File: config.mk
export PLATFORM = sky130hd
export DESIGN_NAME = cpu_ctrl_flat
export DESIGN_NICKNAME = d
export VERILOG_FILES = /design/src/rtl/cpu_ctrl_if.sv /design/src/rtl/cpu_ctrl.sv /design/src/flat_wrapper.sv
export SDC_FILE = /design/constraint.sdc
export NUM_CORES = 1
export LEC_CHECK = 0
export BUFFER_PORTS_ARGS = -buffer_cell sky130_fd_sc_hd__buf_2
export CAP_MARGIN = 5
export CORE_AREA = 2 2 69 71
export DETAILED_ROUTE_END_ITERATION = 8
export DIE_AREA = 0 0 71 73
export PLACE_DENSITY = 0.75
export SYNTH_ARGS = -nofsm -noshare
export SYNTH_HDL_FRONTEND = slang
export SYNTH_SLANG_ARGS = --single-unit
File: constraint.sdc
create_clock -name clk -period 1.7 [get_ports clk]
set_clock_uncertainty 0.15 [all_clocks]
set_input_delay 0.085 -clock clk [delete_from_list [all_inputs] [get_ports clk]]
set_output_delay 0.085 -clock clk [all_outputs]
set_load 0.05 [all_outputs]
File: src/rtl/cpu_ctrl_if.sv
// Instruction/data memory handshake bundle for the multicycle controller.
// master = controller side, slave = memory side.
interface cpu_ctrl_if;
    logic [15:0] ins_in;
    logic        imem_ready_in;
    logic        imem_req_out;
    logic        dmem_req_out;
    logic        dmem_we_out;
    logic        dmem_ready_in;

    modport master (
        input  ins_in,
        input  imem_ready_in,
        input  dmem_ready_in,
        output imem_req_out,
        output dmem_req_out,
        output dmem_we_out
    );

    modport slave (
        output ins_in,
        output imem_ready_in,
        output dmem_ready_in,
        input  imem_req_out,
        input  dmem_req_out,
        input  dmem_we_out
    );
endinterface

File: src/rtl/cpu_ctrl.sv
// Multicycle control unit for the 16-bit core: fetch, decode, exec, mem.
// Optional macro CPU_CTRL_ILLEGAL_TRAP_EN: illegal opcodes trap to HALT.
module cpu_ctrl #(
    parameter int WAIT_MAX = 15,
    parameter int CNT_W    = 16
) (
    input  logic             clk,
    input  logic             rst_n,
    cpu_ctrl_if.master       bus,
    output logic             ir_load_out,
    output logic [15:0]      ir_out,
    input  logic             z_in,
    input  logic             n_in,
    output logic [2:0]       alu_op_out,
    output logic             rf_we_out,
    output logic [1:0]       ps_out,
    output logic             halted_out,
    output logic             bus_err_out,
    output logic             illegal_out,
    output logic [CNT_W-1:0] instret_out
);

    localparam logic [2:0] BOOT   = 3'd0;
    localparam logic [2:0] FETCH  = 3'd1;
    localparam logic [2:0] DECODE = 3'd2;
    localparam logic [2:0] EXEC   = 3'd3;
    localparam logic [2:0] MEM    = 3'd4;
    localparam logic [2:0] HALT   = 3'd5;

    localparam logic [1:0] PS_HOLD = 2'b00;
    localparam logic [1:0] PS_INC  = 2'b01;
    localparam logic [1:0] PS_BR   = 2'b10;
    localparam logic [1:0] PS_REG  = 2'b11;

    localparam int WAIT_W = (WAIT_MAX < 2) ? 1 : $clog2(WAIT_MAX);
    localparam logic [WAIT_W-1:0] WAIT_LAST =
        (WAIT_MAX == 0) ? '0 : WAIT_W'(WAIT_MAX - 1);

    logic [2:0]        state_q, state_d;
    logic [15:0]       ir_q, ir_d;
    logic [WAIT_W-1:0] wait_q, wait_d;
    logic [CNT_W-1:0]  instret_q, instret_d;
    logic              bus_err_q, bus_err_d;
    logic              ill_pulse;
`ifdef CPU_CTRL_ILLEGAL_TRAP_EN
    logic              illegal_q, illegal_d;
`endif

    logic [3:0] opc;
    logic [2:0] cond;
    logic       op_nop, op_alu, op_ld, op_st;
    logic       op_br, op_jr, op_hlt;
    logic       br_take;
    logic       timeout;

    assign opc    = ir_q[15:12];
    assign cond   = ir_q[11:9];
    assign op_nop = (opc == 4'h0);
    assign op_alu = (opc == 4'h1);
    assign op_ld  = (opc == 4'h2);
    assign op_st  = (opc == 4'h3);
    assign op_br  = (opc == 4'h4);
    assign op_jr  = (opc == 4'h5);
    assign op_hlt = (opc == 4'hF);

    // Ready low in the WAIT_MAX-th cycle of a wait is a bus error.
    assign timeout = (WAIT_MAX != 0) && (wait_q == WAIT_LAST);

    always_comb begin
        br_take = 1'b0;
        case (cond)
            3'b000:  br_take = 1'b1;
            3'b001:  br_take = z_in;
            3'b010:  br_take = !z_in;
            3'b011:  br_take = n_in;
            3'b100:  br_take = !n_in;
            default: br_take = 1'b0;
        endcase
    end

    always_comb begin
        state_d          = state_q;
        ir_d             = ir_q;
        wait_d           = '0;
        bus_err_d        = bus_err_q;
        ill_pulse        = 1'b0;
`ifdef CPU_CTRL_ILLEGAL_TRAP_EN
        illegal_d        = illegal_q;
`endif
        bus.imem_req_out = 1'b0;
        bus.dmem_req_out = 1'b0;
        bus.dmem_we_out  = 1'b0;
        ir_load_out      = 1'b0;
        alu_op_out       = 3'b000;
        rf_we_out        = 1'b0;
        ps_out           = PS_HOLD;

        case (state_q)
            BOOT: state_d = FETCH;
            FETCH: begin
                bus.imem_req_out = 1'b1;
                if (bus.imem_ready_in) begin
                    ir_load_out = 1'b1;
                    ir_d        = bus.ins_in;
                    state_d     = DECODE;
                end else if (timeout) begin
                    bus_err_d = 1'b1;
                    state_d   = HALT;
                end else begin
                    wait_d = wait_q + 1'b1;
                end
            end
            DECODE: state_d = EXEC;
            EXEC: begin
                state_d = FETCH;
                unique case (1'b1)
                    op_nop: ps_out = PS_INC;
                    op_alu: begin
                        alu_op_out = ir_q[11:9];
                        rf_we_out  = 1'b1;
                        ps_out     = PS_INC;
                    end
                    op_ld, op_st: state_d = MEM;
                    op_br: ps_out = br_take ? PS_BR : PS_INC;
                    op_jr: ps_out = PS_REG;
                    op_hlt: state_d = HALT;
                    default: begin
`ifdef CPU_CTRL_ILLEGAL_TRAP_EN
                        illegal_d = 1'b1;
                        state_d   = HALT;
`else
                        ill_pulse = 1'b1;
                        ps_out    = PS_INC;
`endif
                    end
                endcase
            end
            MEM: begin
                bus.dmem_req_out = 1'b1;
                bus.dmem_we_out  = op_st;
                if (bus.dmem_ready_in) begin
                    rf_we_out = op_ld;
                    ps_out    = PS_INC;
                    state_d   = FETCH;
                end else if (timeout) begin
                    bus_err_d = 1'b1;
                    state_d   = HALT;
                end else begin
                    wait_d = wait_q + 1'b1;
                end
            end
            HALT: state_d = HALT;
            default: state_d = BOOT;
        endcase

        instret_d = instret_q;
        if (ps_out != PS_HOLD)
            instret_d = instret_q + CNT_W'(1);
    end

    always_ff @(posedge clk or negedge rst_n) begin
        if (!rst_n) begin
            state_q   <= BOOT;
            ir_q      <= '0;
            wait_q    <= '0;
            instret_q <= '0;
            bus_err_q <= 1'b0;
        end else begin
            state_q   <= state_d;
            ir_q      <= ir_d;
            wait_q    <= wait_d;
            instret_q <= instret_d;
            bus_err_q <= bus_err_d;
        end
    end

`ifdef CPU_CTRL_ILLEGAL_TRAP_EN
    always_ff @(posedge clk or negedge rst_n) begin
        if (!rst_n)
            illegal_q <= 1'b0;
        else
            illegal_q <= illegal_d;
    end

    assign illegal_out = illegal_q | ill_pulse;
`else
    assign illegal_out = ill_pulse;
`endif

    assign ir_out      = ir_q;
    assign halted_out  = (state_q == HALT);
    assign bus_err_out = bus_err_q;
    assign instret_out = instret_q;

endmodule
File: src/flat_wrapper.sv
// flat-port wrapper written by rule: the top's interface ports become plain ports
module cpu_ctrl_flat 
#(
    parameter int WAIT_MAX = 15,
    parameter int CNT_W    = 16
)
  (clk, rst_n, ir_load_out, ir_out, z_in, n_in, alu_op_out, rf_we_out, ps_out, halted_out, bus_err_out, illegal_out, instret_out, bus_ins_in, bus_imem_ready_in, bus_dmem_ready_in, bus_imem_req_out, bus_dmem_req_out, bus_dmem_we_out);
  cpu_ctrl_if bus_i ();
  input  logic clk;
  input  logic rst_n;
  output logic ir_load_out;
  output logic [15:0] ir_out;
  input  logic z_in;
  input  logic n_in;
  output logic [2:0] alu_op_out;
  output logic rf_we_out;
  output logic [1:0] ps_out;
  output logic halted_out;
  output logic bus_err_out;
  output logic illegal_out;
  output logic [CNT_W-1:0] instret_out;
  input wire logic [$bits(bus_i.ins_in)-1:0] bus_ins_in;
  input wire logic [$bits(bus_i.imem_ready_in)-1:0] bus_imem_ready_in;
  input wire logic [$bits(bus_i.dmem_ready_in)-1:0] bus_dmem_ready_in;
  output wire logic [$bits(bus_i.imem_req_out)-1:0] bus_imem_req_out;
  output wire logic [$bits(bus_i.dmem_req_out)-1:0] bus_dmem_req_out;
  output wire logic [$bits(bus_i.dmem_we_out)-1:0] bus_dmem_we_out;
  assign bus_i.ins_in = bus_ins_in;
  assign bus_i.imem_ready_in = bus_imem_ready_in;
  assign bus_i.dmem_ready_in = bus_dmem_ready_in;
  assign bus_imem_req_out = bus_i.imem_req_out;
  assign bus_dmem_req_out = bus_i.dmem_req_out;
  assign bus_dmem_we_out = bus_i.dmem_we_out;
  cpu_ctrl #(.WAIT_MAX(WAIT_MAX), .CNT_W(CNT_W)) u_core (.clk(clk), .rst_n(rst_n), .bus(bus_i), .ir_load_out(ir_load_out), .ir_out(ir_out), .z_in(z_in), .n_in(n_in), .alu_op_out(alu_op_out), .rf_we_out(rf_we_out), .ps_out(ps_out), .halted_out(halted_out), .bus_err_out(bus_err_out), .illegal_out(illegal_out), .instret_out(instret_out));
endmodule
# After elaboration in Yosys (flattened, before gate mapping)
# Cells that the tools add are included.
[word_totals] output_inout_bits=45 in_bits=22 ff_bits=40
[op_classes] muxes=30 n_eq_ne=18 n_addsub=2 n_reduce_logical=12
[op_table] op="3-bit one-hot mux with 6 select lines" n=1
[op_table] op="16-bit by 1-bit adder with 16-bit output, second input constant" n=1
[op_table] op="3-bit 2-to-1 mux" n=5
[op_table] op="1-bit 2-to-1 mux" n=13
[op_table] op="3-bit by 2-bit equality test with 1-bit output, second input constant" n=4
[op_table] op="4-bit 2-to-1 mux" n=3
[op_table] op="3-bit equality test, second input constant" n=3
[op_table] op="4-bit by 2-bit equality test with 1-bit output, second input constant" n=2
[op_table] op="4-bit by 3-bit equality test with 1-bit output, second input constant" n=2
[op_table] op="4-bit equality test, second input constant" n=2
[op_table] op="4-bit one-hot mux with 2 select lines" n=1
[op_table] op="7-bit OR reduction" n=1
[op_table] op="3-bit by 1-bit equality test with 1-bit output, second input constant" n=2
[op_table] op="3-bit zero test" n=2
[op_table] op="2-bit one-hot mux with 3 select lines" n=1
[op_table] op="3-bit one-hot mux with 2 select lines" n=1
[op_table] op="1-bit one-hot mux with 5 select lines" n=1
[op_table] op="4-bit by 1-bit adder with 4-bit output, second input constant" n=1
[op_table] op="4-bit by 1-bit equality test with 1-bit output, second input constant" n=1
[op_table] op="4-bit zero test" n=1
[op_table] op="2-bit inequality test, second input constant" n=2
[op_table] op="1-bit one-hot mux with 2 select lines" n=2
[op_table] op="2-bit one-hot mux with 2 select lines" n=1
[op_table] op="2-bit nonzero test" n=2
[op_table] op="other kinds (6)" n=7

# Longest topological paths before layout
[logic_depth] word_depth=6 ltp_mapped=7 depth_no_buf=5

# Worst setup path before layout
# Ideal clock, no wire load.
[synth_timing] path_type="register to output" from="register u_core.ir_q[9] (netlist: u_core.ir_out[9])" to="output ps_out[1]" path_stages_with_launch=5 path_slack_ns=-1.160 t_arrival_ns=2.625 t_required_ns=1.465 path_cell_list="dfrtp_1 > or2_2 > a21oi_1 > nor3_1 > nor4_1"
[synth_via] elab_chain_cells=5
[synth_rtl] element="from (decl)" line="cpu_ctrl.sv:40" text="logic [15:0] ir_q, ir_d;"
[synth_rtl] element="from (signal assigned)" line="cpu_ctrl.sv:170" text="ir_q <= ir_d;"
[synth_rtl] element="3-bit equality test (tied with other cells)" line="cpu_ctrl.sv:71" text="case (cond)"
[synth_rtl] element="1-bit one-hot mux with 5 select lines *" line="cpu_ctrl.sv:71"
[synth_rtl] element="2-bit 2-to-1 mux *" line="cpu_ctrl.sv:124" text="op_br: ps_out = br_take ? PS_BR : PS_INC;"
[synth_rtl] element="2-bit one-hot mux with 3 select lines *" line="cpu_ctrl.sv:116" text="unique case (1'b1)"
[synth_rtl] element="2-bit one-hot mux with 2 select lines *" line="cpu_ctrl.sv:98" text="case (state_q)"
[synth_rtl] element="to (decl)" line="flat_wrapper.sv:17" text="output logic [1:0] ps_out;"
# Mark *: on every way between the ends. The rest lies on a longest branch, timed or not.

# Worst setup path after layout
[layout_timing] from="register u_core.ir_q[13] (netlist: u_core.ir_out[13])" to="output ps_out[0]"
[layout_via] elab_chain_cells=4
[layout_rtl] element="4-bit equality test (tied with other cells)" line="cpu_ctrl.sv:64" text="assign op_hlt = (opc == 4'hF);"
[layout_rtl] element="3-bit OR reduction (no line)"
[layout_rtl] element="2-bit one-hot mux with 3 select lines *" line="cpu_ctrl.sv:116"
[layout_rtl] element="2-bit one-hot mux with 2 select lines *" line="cpu_ctrl.sv:98"
# Marks and branches as above.

==> results <==
- Traced cell by cell, the critical path runs through buf_4, nor3_2, o21ai_1, a21o_1, buf_6.
- The fmax is 545.3 MHz.
- The floorplan die height is 73 um.
- The mean routed wirelength per cell is 15.13 um.
- The post-route cell area is 3206 um^2.
- The H-tree was split into 2 levels.
- In this run the critical register-to-register path is launched from u_core.state_q[2]$_DFF_PN0_.
- The power density of the placed cells is 1908 nW/um^2.
- In this run the worst path has a maximum fanout of 6.
- The number of hold violations in the final report was 0.
- The worst hold path begins at bus_dmem_ready_in.
- The clock drives 40 sinks.
- The transition time at the pin with the least slew margin is 0.3218 ns.
- For this design the top-level I/O count stands at 67.
- The synthesized netlist cell count is 169.
- The checks that failed: negative setup slack.
- The clock tree root buffer cell is sky130_fd_sc_hd__clkbuf_8.
- The iteration count of the initial detailed-routing pass is 4.
- Entering global routing, the biggest net connects 41 pins.
- The critical path in this run is classified as reg2out.
- The worst voltage drop across the vdd grid is 1278 uV.
- The worst pin sits at a relative slew slack of 78.54%.
- In this design, the stage delay of the slowest critical-path cell is 0.49 ns.
- The mean cell area of the mapped netlist is 11.57 um^2.
- The share of post-route cells with drive strength above 1 is 57.75%.
- The total overflow left after global routing is 0.
- The max-slew violation total from the final report is 0.
- In this run the worst setup path begins at u_core.ir_out[13]$_DFFE_PN0P_.
- The number of nets in the synthesized netlist is 194.
- Setup repair after global routing could not meet its margin everywhere.
- In this run the static leakage power is 1.529 nW.
- Once detail routing completed, the nets flagged for antenna violations numbered 0.
- Setup slack on the critical path of the routed design comes to -0.1339 ns.
- Relative to the synthesized area, the layout overhead comes to 63.92%.
- The first global-routing pass estimated 8.300 mm of wire.
- In this run the cell area measured after placement is 2569 um^2.
- The worst setup timing slack at the placement stage is -0.03273 ns.
- The number of max-capacitance violations reported is 0.
- The total internal power is 3.213 mW.
- For this configuration, the core starts out at a cell density of 43.12%.
- The number of design-rule violations left by the first detailed-router iteration is 93.
- In this run, synthesis produced a sequential element count of 40.
- The filler cells instantiated in the layout total 303.
- The largest buffer count on any clock path is 2.
- In the synthesized netlist the async set-or-reset flop fraction comes to 100.0%.
- The total instance count after detailed placement is 302.
- Summing every instance area after synthesis gives 1956 um^2.
- The number of placement rows is 25.
- Of the available clock period, the critical path in the final layout requires 107.9%.
- After the last flow step, the layout net total stands at 308.
- The type of destination of the critical path is an output pin.
- The run finished, with violations left.
- The most frequently used flop master after synthesis is sky130_fd_sc_hd__dfrtp_1.
- The switching part of the total is 47.47%.
- Data on the critical path arrives at its endpoint at 1.60 ns.
- The initial antenna violation count was 0.
- The required time of the worst setup path is 1.46 ns.
- The number of global-route vias before repair is 1,724.
- Counting I/O delays and the setup requirement, the final critical path takes 1.834 ns.
- The number of antenna diodes in the final layout is 0.
- The share of the Yosys chip area taken by registers is 51.18%.
- The sum of routed wire length over all layers is 5.114 mm.
- The part of the total power dissipated in combinational logic is 60.7%.
- The via count of the routed design is 1,760.
- In this run the horizontal extent of the chip is 71 um.
- The routability congestion estimate from global placement is 0.7738.
- The number of design rule violations left after detail routing is 0.
- After floorplanning, the core was sized to cover 4536 um^2.
- The post-layout total power is 6.116 mW.
- Global routing used 20.66% of the available tracks.
- During synthesis, Yosys emitted a total of 0 warnings.
- Synthesis instantiated 36 different standard cells from the library.
- The final cell count without fillers is 338.
- The HPWL after detailed placement is 3.222 mm.
- The post-route setup TNS is -1.030 ns.
- Registers are responsible for 26.4% of the overall power.
- The worst setup path is launched from a register.
- The clock network is responsible for 12.8% of the overall power.
- The number of setup violations in the final report is 21.
- Buffers placed on the I/O ports in this run total 66.
- The cell with the largest stage delay on the worst path is sky130_fd_sc_hd__dfrtp_4.
- The overall die area is 5183 um^2.
- In this run, synthesis inferred 0 flip-flops with an integrated enable.
- After detailed routing, the met3 layer carries 192 um of wire.
- TritonCTS built the clock tree.
- The clock latency on the worst-skew pair is 0.30 ns.
- The detail-routed via count per cell is 5.207.
- The met1 wire length is 2.167 mm.
- The total clock buffers created by CTS is 5.
- The switching power of the nets is 2.904 mW.
- The uppermost signal routing layer after detailed routing is met4.
- The routed design uses 2.636 mm of met2 wire.
- The class of the tightest hold or removal check is in2reg.
- The clock transition at the registers of the reported paths is 0.09 ns.
[flip-flops by register name (all words and copies together), names as in the netlist]
signal	count
u_core.state_q	3
u_core.instret_out	16
u_core.ir_out	16
u_core.wait_q	4
u_core.bus_err_out	1
[layout make-up]
| cell class | count | area, um^2 | area share (%) |
|---|---|---|---|
| Clock buffer | 5 | 68.82 | 2.147 |
| Inverter | 5 | 18.77 | 0.5855 |
| Timing Repair Buffer | 115 | 900.9 | 28.10 |
| Multi-Input combinational cell | 116 | 1089 | 33.96 |
| Clock inverter | 3 | 42.54 | 1.327 |
| Sequential cell | 40 | 1018 | 31.77 |
| Tap cell | 54 | 67.56 | 2.108 |
[cells in the final DEF (no fill, tap or decap), types with 2 or more instances in the layout]
cell type                       count
sky130_fd_sc_hd__buf_2             56
sky130_fd_sc_hd__nor3b_4            3
sky130_fd_sc_hd__dlygate4sd3_1     18
sky130_fd_sc_hd__a21oi_1            2
sky130_fd_sc_hd__nand4_1           13
sky130_fd_sc_hd__buf_12             2
sky130_fd_sc_hd__buf_6             18
sky130_fd_sc_hd__and3_4             2
sky130_fd_sc_hd__nand2b_1           3
sky130_fd_sc_hd__clkbuf_4           2
sky130_fd_sc_hd__nand2_2            2
sky130_fd_sc_hd__ha_1               3
sky130_fd_sc_hd__clkbuf_8           5
sky130_fd_sc_hd__nor3_2             3
sky130_fd_sc_hd__and3_1             7
sky130_fd_sc_hd__xnor2_1           14
sky130_fd_sc_hd__dfrtp_2           11
sky130_fd_sc_hd__nor4_4             2
sky130_fd_sc_hd__mux2_2            15
sky130_fd_sc_hd__nor2_1             6
sky130_fd_sc_hd__buf_4             15
sky130_fd_sc_hd__inv_1              5
sky130_fd_sc_hd__a21o_1             2
sky130_fd_sc_hd__xor2_1             2
sky130_fd_sc_hd__or3b_1             2
sky130_fd_sc_hd__dfrtp_1           28
sky130_fd_sc_hd__nand3_1            2
sky130_fd_sc_hd__nor3_1             2
sky130_fd_sc_hd__nand2b_4           2
sky130_fd_sc_hd__nand2_1            2
sky130_fd_sc_hd__buf_8              3
sky130_fd_sc_hd__nor3_4             3
[power by group through the flow]
stage / registers (mW) / clock network (mW) / logic [mW]
floorplan: 2.46 / 0 / 1.38
global placement: 1.56 / 0 / 3.02
detailed placement: 1.58 / 0 / 3.06
CTS: 1.59 / 0.807 / 3.44
global route: 1.66 / 0.844 / 3.90
finish: 1.62 / 0.785 / 3.72
[critical path: cells and delay by family (launching register included)]
family	cells	cell delay [ns]
simple gates	1	0.20
compound gates	2	0.29
buf+inv	2	0.33
flops	1	0.49
[repair_timing]
item	4_1_cts	5_1_grt
setup endpoints to repair	12	37
hold buffers	18	0
setup buffers	3	4
pin swaps	7	11
hold endpoints to repair	57	0
gates cloned	2	1
gates resized for setup	48	21
[path summary, 6_finish.rpt]
| check | end | slack [ns] | cells after the start |
|---|---|---|---|
| max | ps_out[0] | -0.13 | 5 |
| min | u_core.state_q[2]$_DFF_PN0_ | 0.11 | 4 |
| max reg2reg | u_core.instret_out[1]$_DFFE_PN0P_ | -0.06 | 5 |
| min reg2reg | u_core.instret_out[15]$_DFFE_PN0P_ | 0.32 | 1 |
| max in group asynchronous | u_core.ir_out[13]$_DFFE_PN0P_ | 1.05 | 3 |
| min in group asynchronous | u_core.instret_out[15]$_DFFE_PN0P_ | 0.13 | 3 |
[routing by layer]
metal	vias up	track usage, %
met5	-	0
met4	0	9.224
met3	13	3.867
met2	49	34.68
met1	865	26.11
li1	833	-
[per-stage QoR]
step / hold slack [ns] / util (%)
floorplan: -0.3606 / -
global placement: -0.07873 / 56.63
detailed placement: -0.07424 / 56.63
CTS: 0.09497 / 67.59
global route: 0.1487 / 70.68
finish: 0.1104 / 70.68
[Yosys cell counts, drive strengths merged (2+ instances only)]
| cell type | count | share of area, % |
|---|---|---|
| a21o | 2 | 0.77 |
| a21oi | 4 | 1.0 |
| and2 | 2 | 0.64 |
| and3 | 9 | 2.9 |
| buf | 5 | 1.9 |
| clkbuf | 3 | 0.58 |
| dfrtp | 40 | 51 |
| ha | 3 | 1.9 |
| inv | 5 | 0.96 |
| mux2 | 16 | 9.2 |
| nand2 | 5 | 0.96 |
| nand2b | 5 | 1.6 |
| nand3 | 3 | 0.77 |
| nand4 | 13 | 4.2 |
| nor2 | 7 | 1.3 |
| nor3 | 8 | 2.0 |
| nor3b | 4 | 2.1 |
| nor4 | 2 | 0.64 |
| o21ai | 2 | 0.51 |
| or3b | 2 | 0.90 |
| xnor2 | 15 | 6.7 |
| xor2 | 2 | 0.90 |
[cells by family after synthesis]
kind of cell             count (synthesis)  synth area share [%]
buffers and inverters                   13                 3.455
XOR/XNOR                                17                 7.614
adder cells (fa/ha/maj)                  3                 1.920
flip-flops                              40                 51.18
AO/OA/AOI/OAI                           15                 5.887
AND/OR/NAND/NOR                         65                 20.73
multiplexers                            16                 9.213
Power figures use the tool's default switching activity.
